### src/rtl/i2s_mem_controller.sv
// Sample FIFO feeding the I2S serializer: bus writes 32-bit words, the serializer
// pulls one 24-bit sample plus L/R flag per four-phase request/ack handshake.
module i2s_mem_controller #(
  parameter int ADDR_WIDTH = 6,
  parameter int LOW_WATER  = 16
) (
  input  logic                  clk,
  input  logic                  rst_n,
  input  logic                  enable,
  input  logic                  flush,
  input  logic                  clear_status,
  input  logic                  wr_stb,
  input  logic [31:0]           wr_data,
  output logic                  wr_ready,
  output logic [ADDR_WIDTH:0]   fifo_count,
  output logic                  fifo_low,
  output logic                  underflow,
  output logic                  overflow,
  input  logic                  audio_data_request,
  output logic                  audio_data_ack,
  output logic [23:0]           audio_data,
  output logic                  audio_lr_bit
);

  localparam int DEPTH = 1 << ADDR_WIDTH;

  typedef enum logic [1:0] {IDLE, ACK, STARVE} state_t;

  state_t                state;
  logic                  req_meta;
  logic                  req_s;
  logic [24:0]           mem [DEPTH];
  logic [ADDR_WIDTH-1:0] wr_ptr;
  logic [ADDR_WIDTH-1:0] rd_ptr;
  logic [ADDR_WIDTH:0]   count;
  logic [24:0]           head;
  logic                  full;
  logic                  empty;
  logic                  pop;
  logic                  push;
  logic                  ovf_evt;
  logic                  udf_evt;
  logic                  unused;

  assign unused     = ^wr_data[30:24];
  assign full       = (count == (ADDR_WIDTH+1)'(DEPTH));
  assign empty      = (count == '0);
  assign wr_ready   = !full;
  assign fifo_low   = (count <= (ADDR_WIDTH+1)'(LOW_WATER));
  assign fifo_count = count;
  assign head       = mem[rd_ptr];

  // A flush cycle neither pops nor serves; the request is picked up next cycle.
  assign pop     = enable && req_s && !empty && !flush && (state == IDLE || state == STARVE);
  assign push    = wr_stb && (!full || pop) && !flush;
  assign ovf_evt = wr_stb && full && !pop && !flush;
  assign udf_evt = enable && req_s && empty && (state == IDLE);

  always_ff @(posedge clk or negedge rst_n) begin
    if (!rst_n) begin
      req_meta <= 1'b0;
      req_s    <= 1'b0;
    end else begin
      req_meta <= audio_data_request;
      req_s    <= req_meta;
    end
  end

  always_ff @(posedge clk or negedge rst_n) begin
    if (!rst_n) begin
      wr_ptr <= '0;
      rd_ptr <= '0;
      count  <= '0;
    end else if (flush) begin
      wr_ptr <= '0;
      rd_ptr <= '0;
      count  <= '0;
    end else begin
      if (push) wr_ptr <= wr_ptr + ADDR_WIDTH'(1);
      if (pop)  rd_ptr <= rd_ptr + ADDR_WIDTH'(1);
      if (push && !pop)      count <= count + (ADDR_WIDTH+1)'(1);
      else if (pop && !push) count <= count - (ADDR_WIDTH+1)'(1);
    end
  end

  always_ff @(posedge clk) begin
    if (push) mem[wr_ptr] <= {wr_data[31], wr_data[23:0]};
  end

  always_ff @(posedge clk or negedge rst_n) begin
    if (!rst_n) begin
      state          <= IDLE;
      audio_data_ack <= 1'b0;
      audio_data     <= '0;
      audio_lr_bit   <= 1'b0;
    end else begin
      case (state)
        IDLE: begin
          if (pop) begin
            audio_data     <= head[23:0];
            audio_lr_bit   <= head[24];
            audio_data_ack <= 1'b1;
            state          <= ACK;
          end else if (udf_evt) begin
            state <= STARVE;
          end
        end
        STARVE: begin
          if (!enable || !req_s) begin
            state <= IDLE;
          end else if (pop) begin
            audio_data     <= head[23:0];
            audio_lr_bit   <= head[24];
            audio_data_ack <= 1'b1;
            state          <= ACK;
          end
        end
        ACK: begin
          if (!enable || !req_s) begin
            audio_data_ack <= 1'b0;
            state          <= IDLE;
          end
        end
        default: begin
          audio_data_ack <= 1'b0;
          state          <= IDLE;
        end
      endcase
    end
  end

  // Set events beat clear_status when both land in the same cycle.
  always_ff @(posedge clk or negedge rst_n) begin
    if (!rst_n) begin
      underflow <= 1'b0;
      overflow  <= 1'b0;
    end else begin
      underflow <= udf_evt || (underflow && !clear_status);
      overflow  <= ovf_evt || (overflow && !clear_status);
    end
  end

endmodule

### config.mk
export PLATFORM = sky130hd
export DESIGN_NAME = i2s_mem_controller
export DESIGN_NICKNAME = d
export VERILOG_FILES = /design/src/rtl/i2s_mem_controller.sv
export SDC_FILE = /design/constraint.sdc
export NUM_CORES = 1
export LEC_CHECK = 0
export BUFFER_PORTS_ARGS = -buffer_cell sky130_fd_sc_hd__buf_2
export CAP_MARGIN = 5
export CORE_AREA = 2 2 260 455
export CTS_BUF_LIST = sky130_fd_sc_hd__clkbuf_4 sky130_fd_sc_hd__clkbuf_8
export DETAILED_ROUTE_END_ITERATION = 8
export DIE_AREA = 0 0 262 457
export PLACE_DENSITY_LB_ADDON = 0.12
export SLEW_MARGIN = 40
export SYNTH_ARGS = -nofsm -noshare
export SYNTH_HDL_FRONTEND = slang
export SYNTH_SLANG_ARGS = --single-unit
### constraint.sdc
create_clock -name clk -period 4.1 [get_ports clk]
set_input_delay 0.615 -clock clk [delete_from_list [all_inputs] [get_ports clk]]
set_output_delay 0.615 -clock clk [all_outputs]
set_load 0.03 [all_outputs]
==> results of run 1 <==
[worst max-delay path: stages (launching register included)]
cell	delay, ns
dfrtp_1	0.42
nand3b_1	0.27
a41oi_1	0.61
nor2b_1	0.35
nand3_1	0.40
buf_4	0.32
nor2_2	0.11
buf_4	0.43
[flip-flops by register name, indices dropped and copies added (netlist names)]
name            flops
req_s               1
fifo_count          7
wr_ptr              6
audio_lr_bit        1
rd_ptr              6
underflow           1
state               2
mem              1600
req_meta            1
overflow            1
audio_data_ack      1
audio_data         24
[cells in the mapped netlist, types with 23 or more instances]
cell,number
a211oi_1,23
a21oi_1,36
buf_2,69
clkbuf_1,47
dfrtp_1,51
edfxtp_1,1600
mux2i_1,172
mux4_2,377
nand2_1,58
nand3_1,24
nor2_1,102
o21ai_0,52
o21ai_1,23
o221ai_1,23
o22ai_1,50
[what timing repair did]
item | CTS | global route
endpoints found under the setup margin | 0 | 0
gates resized for setup | 0 | 0
hold endpoints to repair | 20 | 0
hold buffers | 5 | 0
[layer usage]
layer / vias up / track usage [%] / wire, µm
met5: - / 0 / 13
met4: 2 / 13.3 / 8220
met3: 282 / 4.30 / 9740
met2: 1220 / 45.9 / 82300
met1: 16500 / 32.5 / 56400
li1: 12800 / - / -
[power groups by stage]
| stage | combinational (µW) | clock, µW | sequential [µW] |
|---|---|---|---|
| after floorplan | 1650 | 0 | 19400 |
| after global placement | 2770 | 0 | 19200 |
| after detailed placement | 2840 | 0 | 19200 |
| after CTS | 2850 | 12400 | 18900 |
| after global routing | 3000 | 13000 | 18900 |
| final | 2800 | 12100 | 18900 |
[worst max path at each step]
stage,start,end,slack [ns],depth (start not counted)
floorplan,flush,mem[23][0]$_DFFE_PP_,0.65,5
CTS,rd_ptr[2]$_DFFE_PN0P_,audio_data[16]$_DFFE_PN0P_,0.86,7
finish,state[0]$_DFFE_PN0P_,mem[51][9]$_DFFE_PP_,0.80,7
detailed placement,flush,mem[15][1]$_DFFE_PP_,0.68,7
global route,state[0]$_DFFE_PN0P_,mem[0][3]$_DFFE_PP_,0.68,6
global placement,flush,mem[15][1]$_DFFE_PP_,0.74,7
[stage by stage]
step	std cells	cell area, µm²	hold WS, ns
after floorplan	2894	63500	0.319
after global placement	4471	66500	0.351
after detailed placement	4471	66500	0.341
after CTS	4886	70900	0.00211
after global routing	4887	70900	0.0275
final	4888	70900	0.0739
[cells by family after synthesis]
group	Yosys count	share of synthesized area (%)
AOI/OAI and AO/OA	274	2.83
DFF	1651	77.7
xor gates and xnor gates	8	0.110
buffers and inverters	172	1.47
muxes	552	16.1
and+or+nand+nor	228	1.62
adders and majority gates	9	0.189
[cell type report]
| class | count | area [µm²] | area share [%] |
|---|---|---|---|
| Multi-Input combinational cell | 1071 | 13400 | 19.0 |
| Timing Repair Buffer | 231 | 1860 | 2.63 |
| Sequential cell | 1651 | 49300 | 69.5 |
| Tap cell | 1512 | 1890 | 2.67 |
| Clock inverter | 107 | 597 | 0.841 |
| Inverter | 11 | 41.3 | 0.0582 |
| Clock buffer | 303 | 3760 | 5.31 |
| Antenna cell | 2 | 5.00 | 0.00705 |
==> impl_summary.md, run 1 <==
Outcome
The run finished with clean final reports.

Die
Once the floorplan was initialized, standard cells occupied 54.6% of the core. After floorplanning, the core was sized to cover 0.116 mm². The floorplan step set the die height to 457 µm. In this run the count of I/O pins placed on the die edge is 76.

The die is 262 µm wide. After floorplanning, the core was divided into 166 placement rows. The floorplan step defined a die boundary enclosing 0.120 mm².

Route
After detailed routing, the average wire length per cell comes to 32.0 µm. The detailed-route via count is 30800. In the routed layout, each cell is associated on average with a via count of 6.29. The post-route DRC violation count is 0. For this block, the initial DRC count from the detailed router was 3377. The routed wire length is 157 mm. For this run, the detailed router's first-pass iteration total came to 5.

The count of antenna-violating nets left after detailed routing is 0.

GRT
Entering global routing, the biggest net connects 67 pins. The initial antenna violation count is 9. The first global-routing pass estimated 221 mm of wire. The aggregate global-route resource usage is 26.6%. The total congestion overflow after global routing is 0. The number of global-route vias before repair is 32100.

Synth
The share of synthesized area occupied by flip-flops and latches is 77.7%. The post-synthesis cell area is 0.0635 mm². Counting flops with an async set or reset pin after synthesis yields a share of 3.09%. In this run, synthesis inferred 1600 flip-flops with an integrated enable. The synthesized netlist contains 55 unique library cells. Among all flip-flop cells after synthesis, the most frequent one is edfxtp_1. The net count after synthesis is 2942. The synthesis warning total is 0. The area share of the leading cell type in the synthesized netlist is 75.6%. The flip-flop and latch count after synthesis is 1651.

By area the synthesized netlist is led by edfxtp_1, mux4_2, mux2i_1. The synthesized area per cell is 21.9 µm². The post-synthesis cell count is 2894.

The largest total area in the synthesized netlist belongs to edfxtp_1.

Pwr
The switching portion of total power is 23.2%. The switching power summed over all nets is 7850 µW. The clock share of power is 35.9%. Per report_power, the sequential group accounts for 55.8% of the total. The leakage component of the power is 0.0219 µW. In this run the power density over the cells is 476 mW/mm². Combinational cells account for 8.3% of the total power.

The overall power consumption is 33800 µW. The worst ir drop on vdd is 0.256 mV. The internal portion of total power is 25900 µW.

STA
Derived from the worst setup path, the maximum achievable clock frequency is 303 MHz. Setup violations remaining at the end of the flow were counted as 0. Setup repair after global routing left no endpoint under its margin. The final critical path takes up 80.6% of the cycle. The number of endpoints with negative hold slack in the final report came to 0. The post-route minimum period is 3.30 ns. The number of max-slew violations in the final report is 0. The normalized max-slew margin is 38.6%.

In the post-route analysis, the smallest setup slack over all paths is 0.796 ns. The summed negative setup slack over all endpoints is 0 ns. At the pin with the least slew margin, the transition time is 0.921 ns. The clock tree skew after final layout is 0.0261 ns.

Finish
The fill cell total of the finished layout is 8183. The top cell types in the final layout, fill and taps aside, are edfxtp_1, mux4_2, clkbuf_8. The layout-stage area growth over the synthesis result is 11.7%. The final core area utilization is 61.0%. The library cell used most frequently in the layout, excluding fill and tap cells, is edfxtp_1.

The final net count is 3232. The fraction of final layout cells sized beyond drive strength 1 is 30.8%.

Setup path
STA classifies the critical path endpoint as a flop. The startpoint identified for the worst register-to-register timing path is state[0]$_DFFE_PN0P_. The endpoint required time on the critical path is 4.66 ns. Counting cells, the worst reg-to-reg path comes to 7. The critical path is of the flop to flop type.

The signal arrival time at the worst endpoint is 3.86 ns. STA classifies the critical path startpoint as a flop. The maximum fanout along the worst path is 25. The terminus of the critical flop-to-flop path is mem[51][9]$_DFFE_PP_. In this run the register-to-register setup slack is 0.80 ns.

Clocking
The number of post-CTS setup repair buffers is 0. The number of clock sinks is 1651. The CTS clock-pin slew for the worst setup and hold paths is 0.07 ns.

The maximum clock insertion buffer count is 3. The TritonCTS buffer count is 218. At the later pin of the worst-skew pair, clock insertion delay measures 0.93 ns.

The clock root buffer master is clkbuf_8. In this run the number of H-tree levels came out at 4. The CTS tree is done.

Worst hold path
The endpoint of the worst hold path is overflow$_DFF_PN0_. The startpoint of the most critical hold path is wr_stb. The path class of the lowest-slack min-delay path is primary input to flop. The worst hold path was traced through 3 stages.

Flow run
The count of maximum capacitance violations is 0.

Placement
The count of buffers added on input and output ports is 68. The HPWL after detailed placement is 92.8 mm. Routability-driven placement finished with a final weighted congestion of 0.886.

The worst setup timing slack at the placement stage is 0.679 ns.
Power figures use the tool's default switching activity.
==> inputs of run 2 (changes only) <==
==> constraint.sdc (replaced) <==
create_clock -name clk -period 2.8 [get_ports clk]
set_input_delay 0.42 -clock clk [delete_from_list [all_inputs] [get_ports clk]]
set_output_delay 0.42 -clock clk [all_outputs]
set_load 0.03 [all_outputs]
==> impl_summary.md, run 2 (synthesized netlist as in run 1, its figures left out) <==
Pwr
The clock share of power is 35.4% (-0.5 points). The worst ir drop on vdd is 0.410 mV (+60%). The internal portion of total power is 38300 µW (+48%). The leakage component of the power is 0.0229 µW (+4.9%). The power density over cell area is 681 mW/mm² (+43%).

The switching power summed over all nets is 11600 µW (+48%). The share of power burned in registers is 55.2% (-0.6 points). The switching portion of total power is 23.2% (about the same). The portion of total power attributed to combinational logic was 9.4% (+1.1 points).

GRT
The pin count of the biggest net entering global routing is 65 (-3.0%). The number of global-route vias before repair is 33100 (+3.0%). The wire length of the first global-routing pass came to 230 mm (+3.9%). The aggregate global-route resource usage came to 27.6% (+1.0 points). The initial antenna violation count is 4 (-5). The total congestion overflow after global routing was 0 (unchanged).

Finish
The fraction of final layout cells sized beyond drive strength 1 is 33.6% (+2.8 points). Counting flops per register, the top entry is mem. The final net count came to 3389 (+4.9%).

The library cells used most frequently in the layout, excluding fill and tap cells, are edfxtp_1, mux4_2, clkbuf_8. Relative to the synthesized area, the layout overhead comes to 15.5%. The fill cell total of the finished layout came to 8005 (-2.2%). The flip-flop count of the largest register, all copies and words added is 1600 (unchanged).

The leading cell type in the layout, fill and taps excluded is edfxtp_1. The final core area utilization is 63.1% (+2.1 points).

Clocking
The CTS tree is done. The clock latency at the later pin of the worst-skew pair was 0.92 ns (about the same). The CTS clock-pin slew for the worst setup and hold paths came to 0.07 ns (about the same). The TritonCTS buffer count is 216 (-0.92%). The maximum level of the CTS H-tree is 4 (unchanged). The tree is rooted in a clkbuf_8. The maximum clock insertion buffer count came to 3 (unchanged). The number of clock sinks is 1651 (unchanged).

Die
The die area is 0.120 mm² (unchanged). The placeable core area is 0.116 mm² (unchanged). The vertical extent of the die was 457 µm (unchanged). The overall die width is 262 µm (unchanged). The placement row count was 166 (unchanged). The number of ports placed on the die boundary is 76 (unchanged).

The effective utilization at floorplan was 54.6% (unchanged).

Placement
The count of input and output buffers was 68 (unchanged). The worst setup timing slack at the placement stage is -0.142 ns (-0.821 ns). The final RePlAce weighted congestion is 0.924 (+4.2%). The HPWL after detailed placement is 97.0 mm (+4.6%).

STA
The final worst setup slack is -0.0447 ns (-0.840 ns). The number of endpoints failing setup at the final stage is 1 (+1). The post-route minimum period is 2.84 ns (-0.460 ns). The final period utilization was 102% (+21 points). The maximum operating frequency came to 352 MHz (+16%). The normalized max-slew margin is 45.4% (+6.8 points). Setup repair after global routing could not meet its margin everywhere. The number of endpoints with negative hold slack in the final report is 0 (unchanged). The clock tree skew after final layout is 0.0370 ns (+0.0109 ns). The transition time at the pin with the least slew margin came to 0.819 ns (-0.102 ns). The number of max-slew violations in the final report is 0 (unchanged).

Setup path
The critical path capture point type is a flop. The stage delay of the slowest cell on the critical path is 0.44 ns (-0.17 ns). The length in cells of the worst reg-to-reg path is 10 (+3).

The critical path's slowest cell is nor4_4. The number of buffers and inverters on the critical path is 0 (-2). The maximum fanout along the worst path was 5 (-80%). The terminus of the critical flop-to-flop path is fifo_count[6]$_DFFE_PN0P_.

The critical path in this run is classified as flop to flop. The kind of cell with the highest combined delay along the critical path is simple AND/OR/NAND/NOR gates. The critical path goes through nor4_4 > a21o_1 > nand3b_4 > ha_4 > nor2b_1 > o31a_1 > o21a_1 > or3_4 > and2_4 > o311ai_4. The endpoint required time on the critical path is 3.61 ns (-1.05 ns). The setup slack of the most critical reg-to-reg path was -0.04 ns (-0.84 ns).

The launching element type of the critical path is a flop. The worst register-to-register path begins at fifo_count[1]$_DFFE_PN0P_. The signal arrival time at the worst endpoint is 3.66 ns (-0.20 ns).

Outcome
The checks that failed: setup timing. The run finished, with violations left.

Route
The violation count after the first detailed-route iteration came to 3340 (-1.1%). The detailed-route vias per instance is 6.25 (-0.58%). The detailed-route via count is 31500 (+2.6%). The number of detailed-route iterations in the first pass is 5 (unchanged). The wire length per cell was 32.1 µm (+0.12%).

The routed wire length came to 162 mm (+3.3%). The post-route DRC violation count is 0 (unchanged). The count of antenna-violating nets left after detailed routing came to 0 (unchanged).

Flow run
The count of maximum capacitance violations came to 0 (unchanged).

Worst hold path
The path class of the lowest-slack min-delay path is primary input to flop. The startpoint of the most critical hold path is wr_data[9]. The path with the worst hold slack has its endpoint at mem[52][9]$_DFFE_PP_.

The number of cells on the worst hold path is 2 (-1).
==> run 2: changes by cell type in the layout (fill, tap and decap cells not counted), moves of 3 or more <==
cell,previous run,this run
inv_6,4,1
dlygate4sd3_1,5,20
clkinv_2,31,43
clkinv_1,58,61
diode_2,2,6
buf_12,22,106
clkbuf_4,65,56
bufinv_16,3,8
buf_4,141,195
buf_2,63,60
buf_6,0,5
clkbuf_8,238,225
==> run 2: per-stage QoR <==
stage | hold slack (ns) | TNS (ns) | cell area [µm²] | instances | total power (µW)
2_1_floorplan | 0.124 | -146.57 | 63600 | 2894 | 30800
3_3_place_gp | 0.346 | -0.132 | 68600 | 4610 | 32500
3_5_place_dp | 0.362 | -0.190 | 68600 | 4610 | 32700
4_1_cts | 0.00338 | -0.0960 | 73200 | 5031 | 50200
5_1_grt | 0.0439 | -0.146 | 73300 | 5041 | 51600
6_report | 0.0933 | -0.0447 | 73300 | 5044 | 49900
==> run 2: timing repair <==
action / CTS / global route
hold endpoints to repair: 245 / 109
endpoints found under the setup margin: 3 / 10
pin swaps: 5 / 3
resized for setup: 10 / 10
cloned: 0 / 2
setup buffers: 1 / 1
hold buffers: 17 / 4
==> run 2: area by class of cell <==
type                       instances  area [µm²]  share of cell area (%)
clock buffer                     281        3520                    4.80
inverter                          11        41.3                  0.0563
multi-input combinational       1071       13500                    18.4
timing repair buffer             390        4250                    5.79
antenna                            6        15.0                  0.0205
sequential                      1651       49300                    67.3
clock inverter                   122         769                    1.05
tap                             1512        1890                    2.58
==> run 2: worst max-delay path by stage <==
stage                              start                   endpoint  depth (start not counted)
6_report       fifo_count[1]$_DFFE_PN0P_  fifo_count[6]$_DFFE_PN0P_                         10
5_1_grt        fifo_count[1]$_DFFE_PN0P_  fifo_count[6]$_DFFE_PN0P_                         10
4_1_cts        fifo_count[2]$_DFFE_PN0P_  fifo_count[6]$_DFFE_PN0P_                         10
3_5_place_dp   fifo_count[1]$_DFFE_PN0P_  fifo_count[6]$_DFFE_PN0P_                         10
3_3_place_gp   fifo_count[1]$_DFFE_PN0P_  fifo_count[6]$_DFFE_PN0P_                         10
2_1_floorplan  fifo_count[5]$_DFFE_PN0P_       mem[63][0]$_DFFE_PP_                          6
==> run 2: power groups by stage <==
| stage | registers (µW) | clock network [µW] | logic, µW |
|---|---|---|---|
| 2_1_floorplan | 28400 | 0 | 2420 |
| 3_3_place_gp | 28100 | 0 | 4460 |
| 3_5_place_dp | 28100 | 0 | 4570 |
| 4_1_cts | 27600 | 18000 | 4660 |
| 5_1_grt | 27600 | 19000 | 5010 |
| 6_report | 27600 | 17700 | 4690 |
==> run 2: layer usage <==
layer  share of wire [%]  track usage [%]  up-vias
li1                    -                -    13100
met1                  36             34.3    16800
met2                  53             48.3     1298
met3                 6.3             4.41      305
met4                 4.4             11.3        2
met5              0.0056                0        -
